[config.mk]
export PLATFORM = sky130hd
export DESIGN_NAME = ifetch
export DESIGN_NICKNAME = d
export VERILOG_FILES = /design/src/rtl/ifetch.sv
export SDC_FILE = /design/constraint.sdc
export NUM_CORES = 1
export LEC_CHECK = 0
export ABC_AREA = 1
export ABC_CLOCK_PERIOD_IN_PS = 5700
export BUFFER_PORTS_ARGS = -buffer_cell sky130_fd_sc_hd__clkbuf_2
export CORE_ASPECT_RATIO = 0.75
export CORE_MARGIN = 2
export CORE_UTILIZATION = 60
export CTS_BUF_LIST = sky130_fd_sc_hd__clkbuf_2 sky130_fd_sc_hd__clkbuf_4 sky130_fd_sc_hd__clkbuf_8
export CTS_CLUSTER_DIAMETER = 120
export DETAILED_ROUTE_END_ITERATION = 8
export MAX_ROUTING_LAYER = met4
export PLACE_DENSITY = 0.88
export SLEW_MARGIN = 20
export SYNTH_ARGS = -nofsm -noshare
export SYNTH_HDL_FRONTEND = slang
export SYNTH_SLANG_ARGS = --single-unit
export TNS_END_PERCENT = 20
[constraint.sdc]
create_clock -name clk -period 5.7 [get_ports clk]
set_input_delay 0.57 -clock clk [delete_from_list [all_inputs] [get_ports clk]]
set_output_delay 0.57 -clock clk [all_outputs]
set_load 0.01 [all_outputs]
[src/rtl/ifetch.sv]
// Instruction fetch unit: fetch PC, a DEPTH-entry {pc, ins} circular buffer and a valid/ready output port.
// Optional misaligned-redirect trap is built when IFETCH_MISALIGN_TRAP_EN is defined.
module ifetch #(
    parameter logic [31:0] RESET_PC = 32'h0000_0000,
    parameter int          DEPTH    = 2
) (
    input  logic        clk,
    input  logic        rst,
    output logic [31:0] imem_addr,
    input  logic [31:0] imem_data,
    input  logic        redirect_valid,
    input  logic [31:0] redirect_pc,
    output logic        out_valid,
    input  logic        out_ready,
    output logic [31:0] out_ins,
    output logic [31:0] out_pc,
    output logic        out_fault
);

    localparam int PTR_W = (DEPTH > 1) ? $clog2(DEPTH) : 1;
    localparam int CNT_W = $clog2(DEPTH + 1);
    localparam logic [CNT_W-1:0] FULL_CNT = CNT_W'(DEPTH);
    localparam logic [PTR_W-1:0] LAST_PTR = PTR_W'(DEPTH - 1);

    logic [31:0]      fetch_pc_r;
    logic [PTR_W-1:0] head_r;
    logic [PTR_W-1:0] tail_r;
    logic [CNT_W-1:0] count_r;
    logic [31:0]      pc_buf_r  [DEPTH];
    logic [31:0]      ins_buf_r [DEPTH];

    logic        pop_s;
    logic        push_s;
    logic        halt_s;
    logic        trap_s;
    logic [31:0] target_pc_s;

    // Circular pointer increment; DEPTH need not be a power of two.
    function automatic logic [PTR_W-1:0] ptr_inc(input logic [PTR_W-1:0] p);
        if (p == LAST_PTR) begin
            return '0;
        end else begin
            return p + PTR_W'(1);
        end
    endfunction

    // Redirect target decode: trap on misalignment or silently align.
    always_comb begin
        target_pc_s = redirect_pc;
        trap_s      = 1'b0;
`ifdef IFETCH_MISALIGN_TRAP_EN
        if (redirect_pc[1:0] != 2'b00) begin
            trap_s = 1'b1;
        end else begin
            trap_s = 1'b0;
        end
`else
        target_pc_s = redirect_pc & 32'hFFFF_FFFC;
`endif
    end

`ifdef IFETCH_MISALIGN_TRAP_EN
    logic fault_r;

    // Sticky fault: set by a misaligned redirect, cleared by reset or an aligned redirect.
    always_ff @(posedge clk) begin
        if (rst) begin
            fault_r <= 1'b0;
        end else if (redirect_valid) begin
            fault_r <= trap_s;
        end else begin
            fault_r <= fault_r;
        end
    end

    assign halt_s    = fault_r;
    assign out_fault = fault_r;
`else
    assign halt_s    = 1'b0;
    assign out_fault = 1'b0;
`endif

    // Handshake decode; a redirect overrides both push and pop.
    always_comb begin
        pop_s  = 1'b0;
        push_s = 1'b0;
        if (redirect_valid) begin
            pop_s  = 1'b0;
            push_s = 1'b0;
        end else begin
            pop_s  = (count_r != '0) && out_ready;
            push_s = !halt_s && ((count_r < FULL_CNT) || pop_s);
        end
    end

    // Fetch PC, pointers and occupancy.
    always_ff @(posedge clk) begin
        if (rst) begin
            fetch_pc_r <= RESET_PC;
            head_r     <= '0;
            tail_r     <= '0;
            count_r    <= '0;
        end else if (redirect_valid) begin
            head_r  <= '0;
            tail_r  <= '0;
            count_r <= '0;
            if (trap_s) begin
                fetch_pc_r <= fetch_pc_r;
            end else begin
                fetch_pc_r <= target_pc_s;
            end
        end else begin
            if (push_s) begin
                fetch_pc_r <= fetch_pc_r + 32'd4;
                tail_r     <= ptr_inc(tail_r);
            end else begin
                fetch_pc_r <= fetch_pc_r;
                tail_r     <= tail_r;
            end
            if (pop_s) begin
                head_r <= ptr_inc(head_r);
            end else begin
                head_r <= head_r;
            end
            case ({push_s, pop_s})
                2'b10:   count_r <= count_r + CNT_W'(1);
                2'b01:   count_r <= count_r - CNT_W'(1);
                default: count_r <= count_r;
            endcase
        end
    end

    // Buffer storage; contents are meaningless while the entry is not counted.
    always_ff @(posedge clk) begin
        if (push_s) begin
            pc_buf_r[tail_r]  <= fetch_pc_r;
            ins_buf_r[tail_r] <= imem_data;
        end
    end

    assign imem_addr = fetch_pc_r;
    assign out_valid = (count_r != '0);
    assign out_pc    = pc_buf_r[head_r];
    assign out_ins   = ins_buf_r[head_r];

endmodule

Yosys cells after proc, flatten, opt, wreduce, memory -nomap -nowiden
Memories as Yosys holds them, arrays and structs flattened. A register that Yosys moved wholly into a read port is not among the register bits. Index checks and enable logic that the tools add are counted.

Flip-flop bits (word level): 36. Latch bits: 0. Memory bits (writable): 128. Memory bits (read-only): 0. Bits of input ports: 68. Output and inout port bits: 98. Word-level logic and storage cells: 34. Memories kept: 2.

Memories: ins_buf_r (words 2, bits a word 32, read ports 1, clocked after Yosys merged registers in 1, write ports 1, RTL line 30) `logic [31:0] ins_buf_r [DEPTH];`; pc_buf_r (words 2, bits a word 32, read ports 1, clocked after Yosys merged registers in 1, write ports 1, RTL line 29) `logic [31:0] pc_buf_r [DEPTH];`.

Add/subtract/negate cells: 5. $mul: 0. Divide/modulo/power cells: 0. Magnitude comparators: 1. Equal/unequal tests: 2. Shift-type cells: 0. Mux-type cells: 13. Bitwise operators: 0. Reductions and logical operators: 6.

Operators with widths (number): 2-to-1 mux 32 bit (2); adder 32 x 3 -> 32 bit, second input constant (1); 2-to-1 mux 1 bit (10); nonzero test 2 bit (3); case mux 2 bit (2 select lines) (1); adder 1 bit, second input constant (2); adder 2 x 1 -> 2 bit, second input constant (1); equality test 2 x 1 -> 1 bit, second input constant (1); equality test 2 bit, second input constant (1); less-than comparator 2 bit, second input constant (1); OR reduction 2 bit (1); subtractor 2 x 1 -> 2 bit, second input constant (1); logical AND 1 bit (1); logical OR 1 bit (1).

Longest topological paths before layout
Gate-level depths: netlist of the first run.

Word-level depth: 6. Depth in mapped cells: 11. Gate-level depth less buffers: 11.

Least setup slack after synthesis of the first run
Ideal clock, no wire load.

Path type: input port to flip-flop. Start: in redirect_valid. End: mem ins_buf_r[0][0] (enable). Library setup time: 484 ps. Arrival time: 3475 ps. Data required time: 5216 ps. Path slack: 1741 ps. Cell stages on the path: 3. Path buffers: 0. Cell sequence: inv_1 nand2_2 nor2_1.

Longest elaborated chain between the ends: 3.

Ends and longest elaborated chain: from (decl) (RTL line 11) `input logic redirect_valid,`; 2-to-1 mux 1 bit (RTL line 87) `if (redirect_valid) begin`; 2-to-1 mux 1 bit (RTL line 135) `if (push_s) begin`; 2-to-1 mux 1 bit (not written as such) (RTL line 137) `ins_buf_r[tail_r] <= imem_data;`; to (decl) (RTL line 30).

No other way between the ends.

Final worst setup path of the first run
Start: in redirect_valid. End: mem ins_buf_r[0][1] (enable).

The elaborated chain is that of the path after synthesis.

==> results of run 1 <==
## area by class of cell
cell class,instances,area share
sequential,159,0.5437
multi-input combinational,358,0.2564
timing repair buffer,162,0.1008
clock buffer,17,0.02874
inverter,59,0.02736
clock inverter,14,0.02152
tap,140,0.02152
## how the worst max path moves through the flow
stage,from,slack [ns],cells after the start,endpoint
finish,redirect_valid,2.84,5,ins_buf_r[0][1]
global route,redirect_valid,2.68,5,ins_buf_r[0][1]
CTS,redirect_valid,2.86,5,ins_buf_r[0][4]
detailed placement,redirect_valid,2.37,5,ins_buf_r[0][15]
global placement,redirect_valid,2.49,5,ins_buf_r[0][13]
floorplan,redirect_valid,1.74,3,ins_buf_r[0][0]
## flip-flops by register name (all words and copies together) (netlist names), named ones only
signal and flops:
ins_buf_r 64, pc_buf_r 60, imem_addr 30, count_r 2, head_r 1, tail_r 1
## power breakdown
part           switching, mW  internal (mW)  total (mW)
combinational          0.125         0.0912       0.216
sequential            0.0385           1.31        1.35
clock                  0.458          0.404       0.862
## layout by cell type (no fill, tap or decap), types with 3 or more instances in the layout
| cell | netlist | routed |
|---|---|---|
| clkbuf_8 | 0 | 17 |
| nand3_1 | 40 | 40 |
| nand2_1 | 111 | 111 |
| nor2_4 | 1 | 3 |
| inv_6 | 0 | 5 |
| clkbuf_2 | 0 | 158 |
| buf_4 | 5 | 4 |
| inv_2 | 3 | 3 |
| nor2_2 | 4 | 4 |
| mux2_2 | 62 | 62 |
| nand2_2 | 5 | 5 |
| a21oi_1 | 25 | 25 |
| a31oi_1 | 11 | 11 |
| dfxtp_1 | 35 | 34 |
| o21ai_0 | 27 | 27 |
| nor2_1 | 45 | 43 |
| conb_1 | 1 | 5 |
| inv_1 | 55 | 55 |
| nor3_1 | 4 | 4 |
| edfxtp_1 | 124 | 124 |
## worst reg2reg max path, cell delays in order, from the launching register on
cell and delay [ns]:
dfxtp_1 0.40, inv_1 0.10, nand2_2 0.09, nand2_4 0.07, nand2_4 0.09, nand2_2 0.18
nor2_4 0.80, buf_4 0.46
## per-stage QoR
stage	instances	power, mW
after floorplan	600	1.488
after global placement	878	1.577
after detailed placement	878	1.589
after CTS	909	2.434
after global routing	909	2.503
final	909	2.426
## metal layers
metal | vias to the layer above | share of wire | GRT usage
met5 | - | 0 | -
met4 | 0 | 0.0086 | 0.06685
met3 | 22 | 0.097 | 0.06278
met2 | 282 | 0.48 | 0.4354
met1 | 2363 | 0.42 | 0.3395
li1 | 2381 | - | -
## cell families after synthesis
group / after synthesis / synth area share
mux: 62 / 0.1019
simple gates: 214 / 0.1327
xor+xnor: 2 / 0.002557
compound gates: 73 / 0.05879
other cells: 1 / 0.0005472
buf+inv: 83 / 0.05423
flops: 159 / 0.6456
fa+ha+maj: 2 / 0.003651
==> impl_metrics.yaml, run 1 <==
final_layout:
  regArea_um2: 4425
  num_antenna_cells: 0
  fin_area_um2: 8140
  multi_input_area_um2: 2087
  area_growth_pct: 18.79
  num-fill-cells: 774
  fin_nets: 827
  fin_util: 0.7384
  drive_above_1_share: 0.3563
detailed_routing:
  routed_wl_mm: 15.72
  drcViolationCount: 0
  drt_iter0_markers: 498
  detail-route-antenna-nets: 0
  wire_per_inst_um: 17.30
  dr.pass1.iters: 6
  vias: 5048
  via_per_inst: 5.553
timing:
  final-hold-violation-count: 0
  setup_viol: 0
  fmax_mhz: 349.9
  drv_slew: 0
  worst_hold_slack_ns: 0.3056
  fin_ws_ns: 2.842
  tightest_slew_ns: 0.9827
  period_share: 0.5014
  rsz0062_at_grt: "no"
  finClkSkew_ns: 0.01537
  worst_slew_margin_rel: 0.3433
  fin_tns_setup_ns: 0
  post-route-min-period_ns: 2.858
global_route:
  grt_pass1_wl_mm: 23.87
  grt_pass1_vias: 4739
  overflow: 0
  gr-usage-all-layers: 0.2650
  grt_start_max_net_pins: 48
  antenna_found_initial: 0
critical_path:
  crit_family: "buffers and inverters"
  reg2reg_slack_ns: 3.18
  crit_type: "primary input to flop"
  r2r-end: "ins_buf_r[0][1]"
  worstPathCellList: "clkbuf_2 -> inv_1 -> nand2_2 -> nor2_4 -> buf_4"
  crit_fanout: 32
  start_kind: "primary input"
  worstRegToRegCells: 7
  critPathCaptureType: "flop"
  arrival_ns: 2.98
  required_ns: 5.83
  worst_path_max_delay_cell: "nor2_4"
  critical_path.max_stage_delay_ns: 0.80
  path_buf_inv: 3
  r2r-start: "count_r[1]"
synthesis:
  synth_top_cell_area_share: 0.5434
  synth.distinct_cells: 34
  syn_area_per_cell_um2: 11.50
  synth_edf_count: 124
  synth_cells: 596
  synthTopCellsByArea: "edfxtp_1 (54%), dfxtp_1 (10%), mux2_2 (10%)"
  synth_common_cells: "edfxtp_1 (124), nand2_1 (111), mux2_2 (62), inv_1 (55), nor2_1 (45)"
  synth.largest_area_cell: "edfxtp_1"
  synth_ff_type: "edfxtp_1"
  async_reset_ff_frac: 0
  synth_most_common_cell: "edfxtp_1"
  synth.yosys.seq_area_share: 0.6456
  yosysWarnings: 0
  ys_ff_latch: 159
  syn_area_um2: 6853
clock_network:
  clk_pin_slew_ns: 0.09
  cts_resized: 0
  root_buffer: "clkbuf_8"
  h-tree-depth: 4
  clock_latency_ns: 0.45
  postCtsSetupRepairBufs: 0
  cts_sinks: 159
  hold_buffers: 0
  clock_path_buffers: 2
  cts_tree: "yes"
  numCtsBuffers: 17
worst_hold_path:
  hold_depth: 1
  worstHoldPathType: "primary input to flop"
  holdCritStartpoint: "imem_data[11]"
  whs_endpoint: "ins_buf_r[0][11]"
placement:
  pre_cts_slack_ns: 2.373
  port_buffers: 158
  dp_hpwl_mm: 10.88
  placed_area_um2: 7731
  place_congestion: 0.9477
floorplanning:
  die_area_um2: 12300
  rows: 33
  die_w_um: 127.4
  pin_count: 166
  initial_core_util: 0.6216
  die_height_um: 96.55
  core_um2: 11020
status:
  status: "finished, final reports clean"
pwr:
  vdd_drop_max_uv: 176.8
  power.leakage_nw: 3.207
  power_per_cell_area_nw_per_um2: 298.0
job:
  cap_violations: 0
Note: power is estimated with default switching activity, not from simulation.
==> run 2: changes to the inputs <==
--- a/config.mk
+++ b/config.mk
@@ -6,16 +6,16 @@
 export NUM_CORES = 1
 export LEC_CHECK = 0
 export ABC_AREA = 1
-export ABC_CLOCK_PERIOD_IN_PS = 5700
+export ABC_CLOCK_PERIOD_IN_PS = 2600
 export BUFFER_PORTS_ARGS = -buffer_cell sky130_fd_sc_hd__clkbuf_2
 export CORE_ASPECT_RATIO = 0.75
 export CORE_MARGIN = 2
-export CORE_UTILIZATION = 60
+export CORE_UTILIZATION = 50
 export CTS_BUF_LIST = sky130_fd_sc_hd__clkbuf_2 sky130_fd_sc_hd__clkbuf_4 sky130_fd_sc_hd__clkbuf_8
 export CTS_CLUSTER_DIAMETER = 120
 export DETAILED_ROUTE_END_ITERATION = 8
 export MAX_ROUTING_LAYER = met4
-export PLACE_DENSITY = 0.88
+export PLACE_DENSITY = 0.78
 export SLEW_MARGIN = 20
 export SYNTH_ARGS = -nofsm -noshare
 export SYNTH_HDL_FRONTEND = slang
==> constraint.sdc (replaced) <==
create_clock -name clk -period 2.6 [get_ports clk]
set_input_delay 0.26 -clock clk [delete_from_list [all_inputs] [get_ports clk]]
set_output_delay 0.26 -clock clk [all_outputs]
set_load 0.01 [all_outputs]
==> run 2 against run 1 <==
Core utilization is 11 points lower. Via count is 0.52% higher. Register-to-register slack worse by 2.5 ns. Cell area is 4.6% higher. Critical path type is now flop to output port. Combinational power is 140% higher. Sequential share of layout area is 2.4 points lower. Final cell count is 7.7% higher. Critical path depth is 2 lower. Largest cell class unchanged.
==> impl_metrics.yaml, run 2 (synthesis results as in run 1) <==
final_layout:
  area_growth_pct: 24.30
  largest_reg_flops: 64
  drive_above_1_share: 0.3433
  regMostFlops: "ins_buf_r"
  num_antenna_cells: 0
  fin_nets: 863
  layout_commonest_cell: "clkbuf_2"
  final_cell_mix: "clkbuf_2 (158), edfxtp_1 (124), nand2_1 (111)"
critical_path:
  r2r-start: "imem_addr[3]"
  critPathCaptureType: "output port"
  crit_family: "flip-flops"
  arrival_ns: 1.88
  crit_fanout: 32
  critical_path.max_stage_delay_ns: 0.63
  required_ns: 2.34
  worst_path_max_delay_cell: "dfxtp_4"
  start_kind: "flop"
  path_buf_inv: 2
  crit_type: "flop to output port"
  worstPathCellList: "buf_12 -> mux2_2 -> clkbuf_2"
timing:
  drv_slew: 0
  final-hold-violation-count: 0
  finClkSkew_ns: 0.01212
  tightest_slew_ns: 0.6968
  fin_tns_setup_ns: 0
  setup_viol: 0
  rsz0062_at_grt: "no"
  fmax_mhz: 466.9
  post-route-min-period_ns: 2.142
  worst_slew_margin_rel: 0.5355
  period_share: 0.8238
pwr:
  p_total_mw: 5.240
  vdd_drop_max_uv: 351.3
  power_per_cell_area_nw_per_um2: 615.2
  power.leakage_nw: 3.338
worst_hold_path:
  holdCritStartpoint: "redirect_pc[3]"
  worstHoldPathType: "primary input to flop"
clock_network:
  cts_tree: "yes"
  cts_resized: 0
  clk_pin_slew_ns: 0.09
  cts_sinks: 159
  h-tree-depth: 4
  postCtsSetupRepairBufs: 0
  clock_path_buffers: 2
  numCtsBuffers: 17
  root_buffer: "clkbuf_8"
  clock_latency_ns: 0.46
  hold_buffers: 32
detailed_routing:
  vias: 5074
  drt_iter0_markers: 336
  via_per_inst: 5.183
  dr.pass1.iters: 5
  drcViolationCount: 0
  wire_per_inst_um: 16.66
  detail-route-antenna-nets: 0
  routed_wl_mm: 16.31
placement:
  port_buffers: 158
  place_congestion: 0.9057
  dp_hpwl_mm: 10.95
job:
  cap_violations: 0
floorplanning:
  pin_count: 166
  core_um2: 13560
  rows: 37
  die_area_um2: 14670
  die_height_um: 105.4
  initial_core_util: 0.5052
  die_w_um: 139.2
global_route:
  gr-usage-all-layers: 0.2345
  overflow: 0
  grt_pass1_wl_mm: 25.67
  grt_pass1_vias: 5131
  grt_start_max_net_pins: 37
  antenna_found_initial: 0
status:
  status: "finished, final reports clean"
[run 2: cell count changes in the layout (fill, tap and decap cells not counted), sizes merged]
cell,change
clkinv,-2
inv,-3
clkinvlp,+3
dlygate4sd3,+32
buf,+4
clkbuf,+1
[run 2: cell type report]
cell class / instances / area [µm²]
fill: 1097 / 5046
sequential: 159 / 4428
multi-input combinational: 358 / 2087
timing repair buffer: 198 / 1184
clock buffer: 18 / 241.5
inverter: 59 / 222.7
tap: 175 / 219.0
clock inverter: 12 / 136.4
[run 2: final timing paths]
path / endpoint / cells after the start / slack (ns)
worst max-delay path: out_ins[1] / 3 / 0.46
worst min-delay path: imem_addr[3] / 3 / 0.05
worst min register to register: flop / 2 / 0.48
worst max register to register: imem_addr[28] / 10 / 0.65
[run 2: report_power, final]
part / internal, mW / switching (mW)
registers: 2.87 / 0.0829
clock network: 0.859 / 0.909
logic: 0.235 / 0.284
total: 3.96 / 1.28
[run 2: metrics by stage]
stage / area, µm² / setup slack [ns] / std cells / util / hold slack (ns)
3_3_place_gp: 7820 / 0.7547 / 917 / 0.5765 / 0.4500
6_report: 8518 / 0.4582 / 979 / 0.6280 / 0.05288
5_1_grt: 8518 / 0.3477 / 979 / 0.6280 / 0.04796
3_5_place_dp: 7820 / 0.6936 / 917 / 0.5765 / 0.4559
4_1_cts: 8518 / 0.3962 / 979 / 0.6280 / 0.02552
2_1_floorplan: 6878 / -0.2943 / 600 / - / 0.3589
[run 2: worst register-to-register path: stages (launching register included)]
cell and delay, ns:
dfxtp_1 0.44, ha_1 0.21, nand2_1 0.10, nor2_2 0.24, nand2_2 0.15, nor2_2 0.27, nand2_1 0.09, nand2_1 0.06
nand3_1 0.09, nand2_1 0.08, a21oi_1 0.05
[run 2: metal layers]
layer  global-route usage  routed length, µm  vias to the layer above
li1                     -                  -                     2447
met2               0.3691               7646                      219
met3              0.05134               1088                       24
met1               0.3053               7317                     2384
met5                    -                  0                        -
met4              0.08081                253                        0
==> run 3: changes to the inputs <==
--- a/config.mk
+++ b/config.mk
@@ -5,12 +5,12 @@
 export SDC_FILE = /design/constraint.sdc
 export NUM_CORES = 1
 export LEC_CHECK = 0
-export ABC_AREA = 1
-export ABC_CLOCK_PERIOD_IN_PS = 2600
+export ABC_AREA = 0
+export ABC_CLOCK_PERIOD_IN_PS = 1950
 export BUFFER_PORTS_ARGS = -buffer_cell sky130_fd_sc_hd__clkbuf_2
 export CORE_ASPECT_RATIO = 0.75
 export CORE_MARGIN = 2
-export CORE_UTILIZATION = 50
+export CORE_UTILIZATION = 49
 export CTS_BUF_LIST = sky130_fd_sc_hd__clkbuf_2 sky130_fd_sc_hd__clkbuf_4 sky130_fd_sc_hd__clkbuf_8
 export CTS_CLUSTER_DIAMETER = 120
 export DETAILED_ROUTE_END_ITERATION = 8
==> constraint.sdc (replaced) <==
create_clock -name clk -period 1.95 [get_ports clk]
set_input_delay 0.195 -clock clk [delete_from_list [all_inputs] [get_ports clk]]
set_output_delay 0.195 -clock clk [all_outputs]
set_load 0.01 [all_outputs]
==> run 3 against run 2 <==
Register-to-register slack lost 0.54 ns. Area after synthesis shrank 6.7%. Synthesized cell count shrank 28%. Non-clock buffer count grew 43. Clock-buffer cell count grew 1. Wire length shrank 15%. Clock skew grew 0.0027 ns. Final cell count shrank 13%. Flip-flop and latch count is the same. Hold slack lost 0.017 ns. Die area shrank 4.7%. Total power grew 28%. Largest power group unchanged. Highest routed layer unchanged.
==> impl_metrics.yaml, run 3 <==
timing:
  fin_tns_setup_ns: 0
  period_share: 0.9456
  worst_hold_slack_ns: 0.03553
  setup_viol: 0
  rsz0062_at_grt: "yes"
  final-hold-violation-count: 0
  tightest_slew_ns: 0.7988
  post-route-min-period_ns: 1.844
  worst_slew_margin_rel: 0.4674
  finClkSkew_ns: 0.01485
  fmax_mhz: 542.3
  drv_slew: 0
global_route:
  overflow: 0
  antenna_found_initial: 0
  grt_start_max_net_pins: 63
  gr-usage-all-layers: 0.2051
  grt_pass1_wl_mm: 20.61
  grt_pass1_vias: 4176
synthesis:
  synth_top_cell_area_share: 0.5825
  synth_edf_count: 124
  yosysWarnings: 0
  synth.yosys.seq_area_share: 0.6921
  syn_area_um2: 6392
  async_reset_ff_frac: 0
  synth_most_common_cell: "edfxtp_1"
  synth_common_cells: "edfxtp_1 (124), mux2_2 (63), dfxtp_1 (35), nor2_1 (32), nand2_1 (24)"
  synthTopCellsByArea: "edfxtp_1 (58%), mux2_2 (11%), dfxtp_1 (11%)"
  synth.distinct_cells: 40
  ys_ff_latch: 159
  synth_cells: 429
  synth_ff_type: "edfxtp_1"
  syn_area_per_cell_um2: 14.90
  synth.largest_area_cell: "edfxtp_1"
critical_path:
  critPathCaptureType: "output port"
  crit_type: "flop to output port"
  arrival_ns: 1.65
  required_ns: 1.75
  crit_fanout: 29
  r2r-start: "imem_addr[9]"
  start_kind: "flop"
final_layout:
  largest_reg_flops: 64
  fin_area_um2: 8458
  drive_above_1_share: 0.4330
  fin_nets: 738
  area_growth_pct: 32.32
  fin_cells: 850
  final_cell_mix: "clkbuf_2 (158), edfxtp_1 (124), mux2_2 (63)"
  num-fill-cells: 983
  layout_commonest_cell: "clkbuf_2"
  regMostFlops: "ins_buf_r"
  num_antenna_cells: 0
clock_network:
  cts_tree: "yes"
  root_buffer: "clkbuf_8"
  clk_pin_slew_ns: 0.08
  clock_path_buffers: 2
  cts_sinks: 159
  h-tree-depth: 4
  clock_latency_ns: 0.46
  numCtsBuffers: 17
floorplanning:
  die_area_um2: 13980
  initial_core_util: 0.4962
  die_height_um: 102.9
  pin_count: 166
  die_w_um: 135.9
  rows: 36
  core_um2: 12880
detailed_routing:
  wire_per_inst_um: 16.21
  via_per_inst: 5.084
  dr.pass1.iters: 6
  vias: 4321
  drcViolationCount: 0
  drt_iter0_markers: 208
  detail-route-antenna-nets: 0
  routed_wl_mm: 13.78
pwr:
  power.leakage_nw: 3.315
  p_sw_frac: 0.2406
  pwr-share-clk: 0.300
  p_seq_frac: 0.583
  combPwrFrac: 0.117
  switchingPower_mw: 1.619
  p_int_mw: 5.110
  power_per_cell_area_nw_per_um2: 795.6
  vdd_drop_max_uv: 662.0
worst_hold_path:
  worstHoldPathType: "primary input to flop"
  holdCritStartpoint: "redirect_pc[31]"
status:
  status: "finished, final reports clean"
placement:
  place_congestion: 0.8381
  dp.cells: 763
  port_buffers: 158
  dp_hpwl_mm: 8.765
  placed_area_um2: 7548
job:
  cap_violations: 0
-- run 3: cell types whose count changed after synthesis, moves of 16 or more --
cell	previous run	this run
nand2_1	111	24
xor2_1	2	21
a211oi_1	1	17
inv_1	55	4
o21ai_0	27	3
nand3_1	40	10
a21oi_1	25	8
-- run 3: metal layers --
| layer | vias up | global-route usage | part of all wire |
|---|---|---|---|
| met5 | - | - | 0 |
| met1 | 2055 | 0.2568 | 0.44 |
| met2 | 176 | 0.3182 | 0.47 |
| met4 | 0 | 0.08654 | 0.016 |
| li1 | 2071 | - | - |
| met3 | 19 | 0.05654 | 0.067 |
-- run 3: final timing paths --
kind	to	cells past startpoint	slack [ns]
setup / recovery	out_ins[23]	3	0.11
hold / removal	imem_addr[31]	3	0.04
setup reg to reg	imem_addr[17]	6	0.11
hold reg to reg	pc_buf_r[0][31]	0	0.53
-- run 3: per-stage QoR --
step	util	worst slack, ns	power [mW]
CTS	0.6538	0.01372	6.813
detailed placement	0.5860	0.03284	4.699
finish	0.6566	0.1060	6.729
floorplan	-	0.006636	4.363
global route	0.6566	-0.01474	7.028
global placement	0.5860	0.1352	4.673
-- run 3: power by group through the flow --
stage	logic [mW]	registers, mW	clock network (mW)
2_1_floorplan	0.344	4.02	0
3_3_place_gp	0.686	3.99	0
3_5_place_dp	0.698	4.00	0
4_1_cts	0.791	3.92	2.10
5_1_grt	0.858	3.94	2.23
6_report	0.788	3.92	2.02
-- run 3: final cells by class --
type / count / area, µm² / share of cell area
flip-flops and latches: 159 / 4425 / 0.5232
multi-input cells: 245 / 1891 / 0.2235
repair buffers: 241 / 1593 / 0.1883
clock buffers: 19 / 249.0 / 0.02944
well taps: 171 / 214.0 / 0.02530
clock inverters: 11 / 71.32 / 0.008432
inverters: 4 / 15.01 / 0.001775
-- run 3: logic make-up (layout without fill, tap and decap cells) --
group | Yosys count | in the layout | share of synthesized area
other | 1 | 5 | 0.0005866
buffers and inverters | 29 | 275 | 0.02133
flip-flops | 159 | 159 | 0.6921
AND/OR/NAND/NOR | 109 | 109 | 0.09102
multiplexers | 65 | 65 | 0.1141
AO/OA/AOI/OAI | 34 | 34 | 0.03582
XOR/XNOR | 30 | 30 | 0.04111
adder cells (fa/ha/maj) | 2 | 2 | 0.003914
-- run 3: what timing repair did --
action | CTS | global route
gates resized for setup | 1 | 4
hold buffers | 55 | 0
setup endpoints to repair | 29 | 10
endpoints found under the hold margin | 87 | 0
buffers inserted | 0 | 2
pin swaps | 0 | 1
-- run 3: worst max-delay path, cell delays in order, from the launching register on --
cell	delay, ns
dfxtp_2	0.36
buf_6	0.31
mux2_2	0.38
clkbuf_2	0.14
